[config.mk]
export PLATFORM = sky130hd
export DESIGN_NAME = uart_tx_frame_flat
export DESIGN_NICKNAME = d
export VERILOG_FILES = /design/src/rtl/uart_tx_if.sv /design/src/rtl/uart_tx_frame.sv /design/src/flat_wrapper.sv
export SDC_FILE = /design/constraint.sdc
export NUM_CORES = 1
export LEC_CHECK = 0
export ABC_AREA = 1
export ABC_CLOCK_PERIOD_IN_PS = 4900
export CAP_MARGIN = 30
export CELL_PAD_IN_SITES_DETAIL_PLACEMENT = 0
export CELL_PAD_IN_SITES_GLOBAL_PLACEMENT = 2
export CORE_MARGIN = 2
export CORE_UTILIZATION = 37
export CTS_CLUSTER_SIZE = 28
export DETAILED_ROUTE_END_ITERATION = 10
export PLACE_DENSITY = 0.94
export SLEW_MARGIN = 20
export SYNTH_ARGS = -nofsm -noshare
export SYNTH_HDL_FRONTEND = slang
export SYNTH_SLANG_ARGS = --single-unit
export TNS_END_PERCENT = 50
[constraint.sdc]
create_clock -name clk -period 4.9 [get_ports clk]
set_clock_uncertainty 0.05 [all_clocks]
set_input_delay 0.98 -clock clk [delete_from_list [all_inputs] [get_ports clk]]
set_output_delay 0.98 -clock clk [all_outputs]
set_load 0.02 [all_outputs]
[src/rtl/uart_tx_if.sv]
// Producer-side handshake bundle for uart_tx_frame.
// Parity control ports exist only when UART_TX_PARITY_EN is defined.
interface uart_tx_if #(
  parameter int DATA_BITS = 8
);
  logic [DATA_BITS-1:0] tx_data;
  logic                 tx_valid;
  logic                 tx_ready;
  logic                 txd;
  logic                 tx_busy;
  logic                 tx_done;
`ifdef UART_TX_PARITY_EN
  logic                 par_en;
  logic                 par_odd;
`endif

  modport master (
    output tx_data, tx_valid,
`ifdef UART_TX_PARITY_EN
    output par_en, par_odd,
`endif
    input  tx_ready, txd, tx_busy, tx_done
  );

  modport slave (
    input  tx_data, tx_valid,
`ifdef UART_TX_PARITY_EN
    input  par_en, par_odd,
`endif
    output tx_ready, txd, tx_busy, tx_done
  );
endinterface

[src/rtl/uart_tx_frame.sv]
// Parametrised UART transmitter: start / DATA_BITS LSB-first / [parity] / STOP_BITS stop.
// Optional parity bit enabled by defining UART_TX_PARITY_EN.
//
// state  | meaning
// IDLE   | line high, ready for a word
// START  | sending start bit (low)
// DATA   | shifting out data bits, LSB first
// PARITY | sending latched parity bit (UART_TX_PARITY_EN only)
// STOP   | sending STOP_BITS high bits, then pulse tx_done
module uart_tx_frame #(
  parameter logic [15:0] CLK_DIV   = 16'd434,
  parameter int          DATA_BITS = 8,
  parameter int          STOP_BITS = 1
) (
  input  logic     clk,
  input  logic     n_rst,
  uart_tx_if.slave bus
);

`ifdef UART_TX_PARITY_EN
  typedef enum logic [2:0] {IDLE, START, DATA, PARITY, STOP} state_t;
`else
  typedef enum logic [2:0] {IDLE, START, DATA, STOP} state_t;
`endif

  localparam logic [15:0] LAST_CNT  = CLK_DIV - 16'd1;
  localparam logic [3:0]  LAST_DATA = 4'(DATA_BITS - 1);
  localparam logic [3:0]  LAST_STOP = 4'(STOP_BITS - 1);

  state_t               state, state_nxt;
  logic [15:0]          cnt, cnt_nxt;
  logic [3:0]           bit_cnt, bit_cnt_nxt;
  logic [DATA_BITS-1:0] shreg, shreg_nxt;
  logic                 txd_q, txd_nxt;
  logic                 busy_q, busy_nxt;
  logic                 done_q, done_nxt;
  logic                 bit_tick;
`ifdef UART_TX_PARITY_EN
  logic                 par_en_q, par_en_nxt;
  logic                 par_bit_q, par_bit_nxt;
`endif

  assign bus.tx_ready = (state == IDLE);
  assign bus.txd      = txd_q;
  assign bus.tx_busy  = busy_q;
  assign bus.tx_done  = done_q;

  assign bit_tick = (state != IDLE) && (cnt == LAST_CNT);

  always_ff @(posedge clk or negedge n_rst) begin
    if (!n_rst) begin
      state     <= IDLE;
      cnt       <= '0;
      bit_cnt   <= '0;
      shreg     <= '0;
      txd_q     <= 1'b1;
      busy_q    <= 1'b0;
      done_q    <= 1'b0;
`ifdef UART_TX_PARITY_EN
      par_en_q  <= 1'b0;
      par_bit_q <= 1'b0;
`endif
    end else begin
      state     <= state_nxt;
      cnt       <= cnt_nxt;
      bit_cnt   <= bit_cnt_nxt;
      shreg     <= shreg_nxt;
      txd_q     <= txd_nxt;
      busy_q    <= busy_nxt;
      done_q    <= done_nxt;
`ifdef UART_TX_PARITY_EN
      par_en_q  <= par_en_nxt;
      par_bit_q <= par_bit_nxt;
`endif
    end
  end

  always_comb begin
    state_nxt   = state;
    cnt_nxt     = (state == IDLE || bit_tick) ? 16'd0 : cnt + 16'd1;
    bit_cnt_nxt = bit_cnt;
    shreg_nxt   = shreg;
    txd_nxt     = txd_q;
    busy_nxt    = busy_q;
    done_nxt    = 1'b0;
`ifdef UART_TX_PARITY_EN
    par_en_nxt  = par_en_q;
    par_bit_nxt = par_bit_q;
`endif
    case (state)
      IDLE: begin
        if (bus.tx_valid) begin
          shreg_nxt   = bus.tx_data;
          txd_nxt     = 1'b0;
          busy_nxt    = 1'b1;
          bit_cnt_nxt = '0;
          state_nxt   = START;
`ifdef UART_TX_PARITY_EN
          par_en_nxt  = bus.par_en;
          par_bit_nxt = bus.par_odd ? ~^bus.tx_data : ^bus.tx_data;
`endif
        end
      end
      START: begin
        if (bit_tick) begin
          txd_nxt   = shreg[0];
          state_nxt = DATA;
        end
      end
      DATA: begin
        if (bit_tick) begin
          if (bit_cnt == LAST_DATA) begin
            bit_cnt_nxt = '0;
`ifdef UART_TX_PARITY_EN
            if (par_en_q) begin
              txd_nxt   = par_bit_q;
              state_nxt = PARITY;
            end else begin
              txd_nxt   = 1'b1;
              state_nxt = STOP;
            end
`else
            txd_nxt   = 1'b1;
            state_nxt = STOP;
`endif
          end else begin
            // next bit goes out as the register shifts
            shreg_nxt   = {1'b0, shreg[DATA_BITS-1:1]};
            txd_nxt     = shreg[1];
            bit_cnt_nxt = bit_cnt + 4'd1;
          end
        end
      end
`ifdef UART_TX_PARITY_EN
      PARITY: begin
        if (bit_tick) begin
          txd_nxt   = 1'b1;
          state_nxt = STOP;
        end
      end
`endif
      STOP: begin
        if (bit_tick) begin
          if (bit_cnt == LAST_STOP) begin
            bit_cnt_nxt = '0;
            busy_nxt    = 1'b0;
            done_nxt    = 1'b1;
            state_nxt   = IDLE;
          end else begin
            bit_cnt_nxt = bit_cnt + 4'd1;
          end
        end
      end
      default: state_nxt = IDLE;
    endcase
  end

endmodule

[src/flat_wrapper.sv]
// flat-port wrapper written by rule: the top's interface ports become plain ports
module uart_tx_frame_flat 
#(
  parameter logic [15:0] CLK_DIV   = 16'd434,
  parameter int          DATA_BITS = 8,
  parameter int          STOP_BITS = 1
)
  (clk, n_rst, bus_tx_data, bus_tx_valid, bus_tx_ready, bus_txd, bus_tx_busy, bus_tx_done);
  uart_tx_if #(.DATA_BITS(DATA_BITS)) bus_i ();
  input  logic clk;
  input  logic n_rst;
  input wire logic [$bits(bus_i.tx_data)-1:0] bus_tx_data;
  input wire logic [$bits(bus_i.tx_valid)-1:0] bus_tx_valid;
  output wire logic [$bits(bus_i.tx_ready)-1:0] bus_tx_ready;
  output wire logic [$bits(bus_i.txd)-1:0] bus_txd;
  output wire logic [$bits(bus_i.tx_busy)-1:0] bus_tx_busy;
  output wire logic [$bits(bus_i.tx_done)-1:0] bus_tx_done;
  assign bus_i.tx_data = bus_tx_data;
  assign bus_i.tx_valid = bus_tx_valid;
  assign bus_tx_ready = bus_i.tx_ready;
  assign bus_txd = bus_i.txd;
  assign bus_tx_busy = bus_i.tx_busy;
  assign bus_tx_done = bus_i.tx_done;
  uart_tx_frame #(.CLK_DIV(CLK_DIV), .DATA_BITS(DATA_BITS), .STOP_BITS(STOP_BITS)) u_core (.clk(clk), .n_rst(n_rst), .bus(bus_i));
endmodule
# Word-level counts from Yosys, hierarchy flattened
# Index checks and enable logic that the tools add are counted.
dict set report word_totals {
  word_cells 65
  in_bits 11
  ff_bits 34
}
dict set report op_classes {
  add_sub_neg 2
  mux 30
  eq_ne 12
  n_reduce_logical 14
}
# cell n
set op_table {}
lappend op_table {{2-to-1 mux 8 bit} 3}
lappend op_table {{2-to-1 mux 4 bit} 5}
lappend op_table {{2-to-1 mux 3 bit} 6}
lappend op_table {{adder 16 x 1 -> 16 bit (second input constant)} 1}
lappend op_table {{== test 16 x 9 -> 1 bit (second input constant)} 1}
lappend op_table {{2-to-1 mux 16 bit} 1}
lappend op_table {{one-hot mux 8 bit (2 select lines)} 1}
lappend op_table {{AND reduction 4 bit} 4}
lappend op_table {{one-hot mux 3 bit (4 select lines)} 1}
lappend op_table {{one-hot mux 4 bit (3 select lines)} 1}
lappend op_table {{2-to-1 mux 1 bit} 10}
lappend op_table {{!= test 2 x 1 -> 1 bit (second input constant)} 5}
lappend op_table {{nonzero test 3 bit} 3}
lappend op_table {{== test 3 x 2 -> 1 bit (second input constant)} 2}
lappend op_table {{AND reduction 6 bit} 1}
lappend op_table {{adder 4 x 1 -> 4 bit (second input constant)} 1}
lappend op_table {{== test 4 x 3 -> 1 bit (second input constant)} 1}
lappend op_table {{zero test 4 bit} 1}
lappend op_table {{!= test 2 bit (second input constant)} 2}
lappend op_table {{nonzero test 2 bit} 2}
lappend op_table {{== test 3 x 1 -> 1 bit (second input constant)} 1}
lappend op_table {{zero test 3 bit} 1}
lappend op_table {{one-hot mux 1 bit (3 select lines)} 1}
lappend op_table {{one-hot mux 1 bit (2 select lines)} 1}
lappend op_table {{other kinds (2)} 2}

# Longest topological paths before layout
dict set report logic_depth {
  ltp_word 4
  ltp_mapped 10
}

# Least setup slack after synthesis
# Ideal clock, no wire load.
dict set report synth_path {
  kind {reg2out}
  from {register u_core.state[0]}
  to {output port bus_tx_ready}
  required_time_ns 3.870
  arrival_ns 0.797
  path_buffers 0
  path_stages_with_launch 3
  slack_ns 3.073
  cell_sequence {dfrtp_1 -> inv_1 -> ha_1}
}
dict set report synth_via {
  elab_chain_cells 1
}
# element line
set synth_lines {}
lappend synth_lines {{from (decl)} uart_tx_frame.sv:30} ;# state_t state, state_nxt;
lappend synth_lines {{from (signal assigned)} uart_tx_frame.sv:64} ;# state <= state_nxt;
lappend synth_lines {{zero test 3 bit} uart_tx_frame.sv:43} ;# assign bus.tx_ready = (state == IDLE);
lappend synth_lines {{to (decl)} flat_wrapper.sv:14} ;# output wire logic [$bits(bus_i.tx_ready)-1:0] bus_tx_ready;
# Every way passes these cells.

# Final worst setup path
# Same ends and word-level chain as after synthesis.

==> impl_metrics.py <==
metrics = {
    "setup_path": {
        "r2r_end": "u_core.shreg[4]",
        "crit_path_start_kind": "register",
        "cp.arrival_ns": 1.68,
        "endpoint_kind": "primary output",
        "crit_required_ns": 3.87,
        "rr_startpoint": "u_core.state[0]",
        "path_class": "register to primary output",
        "r2r_slack_ns": 2.93,
        "ff2ff_path_depth": 8,
        "path_max_fanout": 5,
    },
    "drt": {
        "drtIter0Drc": 92,
        "drt_wl_total_um": 3980,
        "drtPass1Iterations": 4,
        "wl_per_cell_um": 11.9,
        "drtAntennaViolNets": 0,
        "vias": 1559,
        "viasPerCell": 4.67,
        "drc": 0,
    },
    "power_and_ir_drop": {
        "vdd_drop_max_mv": 0.185,
        "p_per_area_nw_per_um2": 480,
        "power_leakage_nw": 1.07,
    },
    "final_layout": {
        "n_antenna_cell": 0,
        "fin_util": 0.446,
        "syn_to_final_growth_pct": 16.4,
        "layout-drive-gt1-share": 0.148,
        "mostFrequentLayoutCells": "nand2_1, dfrtp_1, nor2_1",
        "final_common_cell": "nand2_1",
        "nets": 282,
    },
    "sta": {
        "timing.final.crit_period_ns": 2.71,
        "slew_violations": 0,
        "tightest_slew_ns": 0.611,
        "finalSetupViolCount": 0,
        "relSlewSlack": 0.593,
        "period_share": 0.553,
        "hold_viol_final": 0,
        "rsz0062_at_grt": "no",
        "fmax_ghz": 0.369,
        "fin_tns_setup_ns": 0,
    },
    "floorplanning": {
        "core_area_um2": 5110,
        "ioPinCount": 15,
        "fp.dieH_um": 76.7,
        "die_area_um2": 5890,
        "die_w_um": 76.7,
        "start_util": 0.383,
        "rows": 26,
    },
    "placed_design": {
        "routabilityCongestion": 0.779,
        "port_buffers": 14,
        "hpwl_um": 3000,
    },
    "logic_synthesis": {
        "synth_area_um2": 1960,
        "seq_area_frac_synth": 0.422,
        "syn_inst": 243,
        "syn-num-nets": 262,
        "yosysWarnings": 0,
        "synth_seq_cells": 33,
        "syn_area_per_cell_um2": 8.06,
        "synthArstFlopShare": 1.00,
        "synth_edf_count": 0,
        "synthFlopType": "dfrtp_1",
        "synth_cell_type_count": 30,
    },
    "grt": {
        "grt_max_degree": 34,
        "track_usage": 0.155,
        "grt_pass1_vias": 1598,
        "overflow": 0,
        "grt_pass1_wl_um": 7300,
        "grt_antenna_before_repair": 0,
    },
    "clocking": {
        "cts.repair.resized": 0,
        "cts_max_level": 2,
        "cts_hold_buf": 0,
        "clkTransAtPathRegs_ns": 0.07,
        "clock_sinks": 33,
        "cts_max_path_buffers": 2,
        "root_buffer": "clkbuf_8",
        "cts_tree": "done",
        "postCtsSetupBuffers": 0,
        "clock_latency_ns": 0.29,
        "cts_buffers": 5,
    },
    "hold_path": {
        "holdPathStages": 2,
        "hold_class": "register to register",
        "holdPathEnd": "u_core.bus.txd",
        "min_from": "u_core.bus.txd",
    },
    "flow_run": {
        "maxCapViolations": 0,
    },
    "run_status": {
        "outcome": "complete, no violations",
    },
}
==> final cells by class <==
cell class              instances  area (µm²)
clock buffers                   7        96.3
clock inverters                 1        5.00
fillers                       533        2830
inverters                      32         120
multi-input cells             176         995
flip-flops and latches         33         827
well taps                      70        87.6
repair buffers                 15         148
==> logic make-up (layout without fill, tap and decap cells) <==
group | Yosys count | count (layout) | share of synthesized area
simple gates | 132 | 132 | 0.325
buf+inv | 34 | 55 | 0.0696
flops | 33 | 33 | 0.422
compound gates | 28 | 28 | 0.0920
fa+ha+maj | 8 | 8 | 0.0511
mux | 6 | 6 | 0.0307
xor+xnor | 2 | 2 | 0.00895
==> how the worst max path moves through the flow <==
stage / startpoint / endpoint / slack, ns / depth (start not counted)
3_5_place_dp: u_core.state[0] / bus_tx_ready / 2.49 / 3
5_1_grt: u_core.state[0] / bus_tx_ready / 2.11 / 3
2_1_floorplan: u_core.state[0] / bus_tx_ready / 3.07 / 2
6_report: u_core.state[0] / bus_tx_ready / 2.19 / 3
4_1_cts: u_core.state[0] / bus_tx_ready / 2.18 / 3
3_3_place_gp: u_core.state[0] / bus_tx_ready / 2.53 / 3
==> cell usage after synthesis (2+ instances only) <==
cell type / number / area share
ha_1: 8 / 0.051
nand2_2: 6 / 0.019
mux2i_1: 6 / 0.031
dfrtp_1: 32 / 0.41
nor3_1: 9 / 0.023
nor2_1: 28 / 0.054
nand2_4: 2 / 0.012
nand2_1: 58 / 0.11
nand4_1: 7 / 0.022
xor2_1: 2 / 0.0089
nand3_1: 14 / 0.036
a21oi_1: 8 / 0.020
nor2_4: 2 / 0.012
inv_1: 27 / 0.052
o21ai_0: 8 / 0.020
inv_2: 5 / 0.0096
o21ai_2: 8 / 0.036
==> registers in the layout, summed over array words and instances (netlist names) <==
register / cells
u_core.cnt: 16
u_core.shreg: 8
u_core.bit_cnt: 4
u_core.state: 2
u_core.bus.tx_busy: 1
u_core.bus.tx_done: 1
u_core.bus.txd: 1
==> per-stage QoR <==
| stage | instance area (µm²) | std cells | total power (W) | setup slack (ns) | hold WS, ns |
|---|---|---|---|---|---|
| 5_1_grt | 2280 | 334 | 0.00121 | 2.11 | 0.464 |
| 4_1_cts | 2280 | 334 | 0.00112 | 2.18 | 0.427 |
| 3_3_place_gp | 2180 | 326 | 0.000878 | 2.53 | 0.408 |
| 2_1_floorplan | 1960 | 243 | 0.000779 | 3.07 | 0.405 |
| 6_report | 2280 | 334 | 0.00109 | 2.19 | 0.423 |
| 3_5_place_dp | 2180 | 326 | 0.000883 | 2.49 | 0.411 |
==> routing by layer <==
layer,vias to the layer above,wire (µm),track usage
met2,25,1860,0.243
met5,-,0,0
met3,5,116,0.0329
li1,825,-,-
met4,0,60,0.0600
met1,704,1940,0.208
==> critical path: stages, from the launching register on <==
cell and delay, ns:
dfrtp_1 0.41, inv_1 0.09, ha_1 0.26, clkdlybuf4s50_1 0.64
==> power breakdown <==
part           internal (W)  switching [W]  leakage [nW]
Clock              0.000127      0.0000982        0.0542
Sequential         0.000336      0.0000438         0.432
Combinational      0.000174       0.000315         0.585
Note: power is estimated with default switching activity, not from simulation.
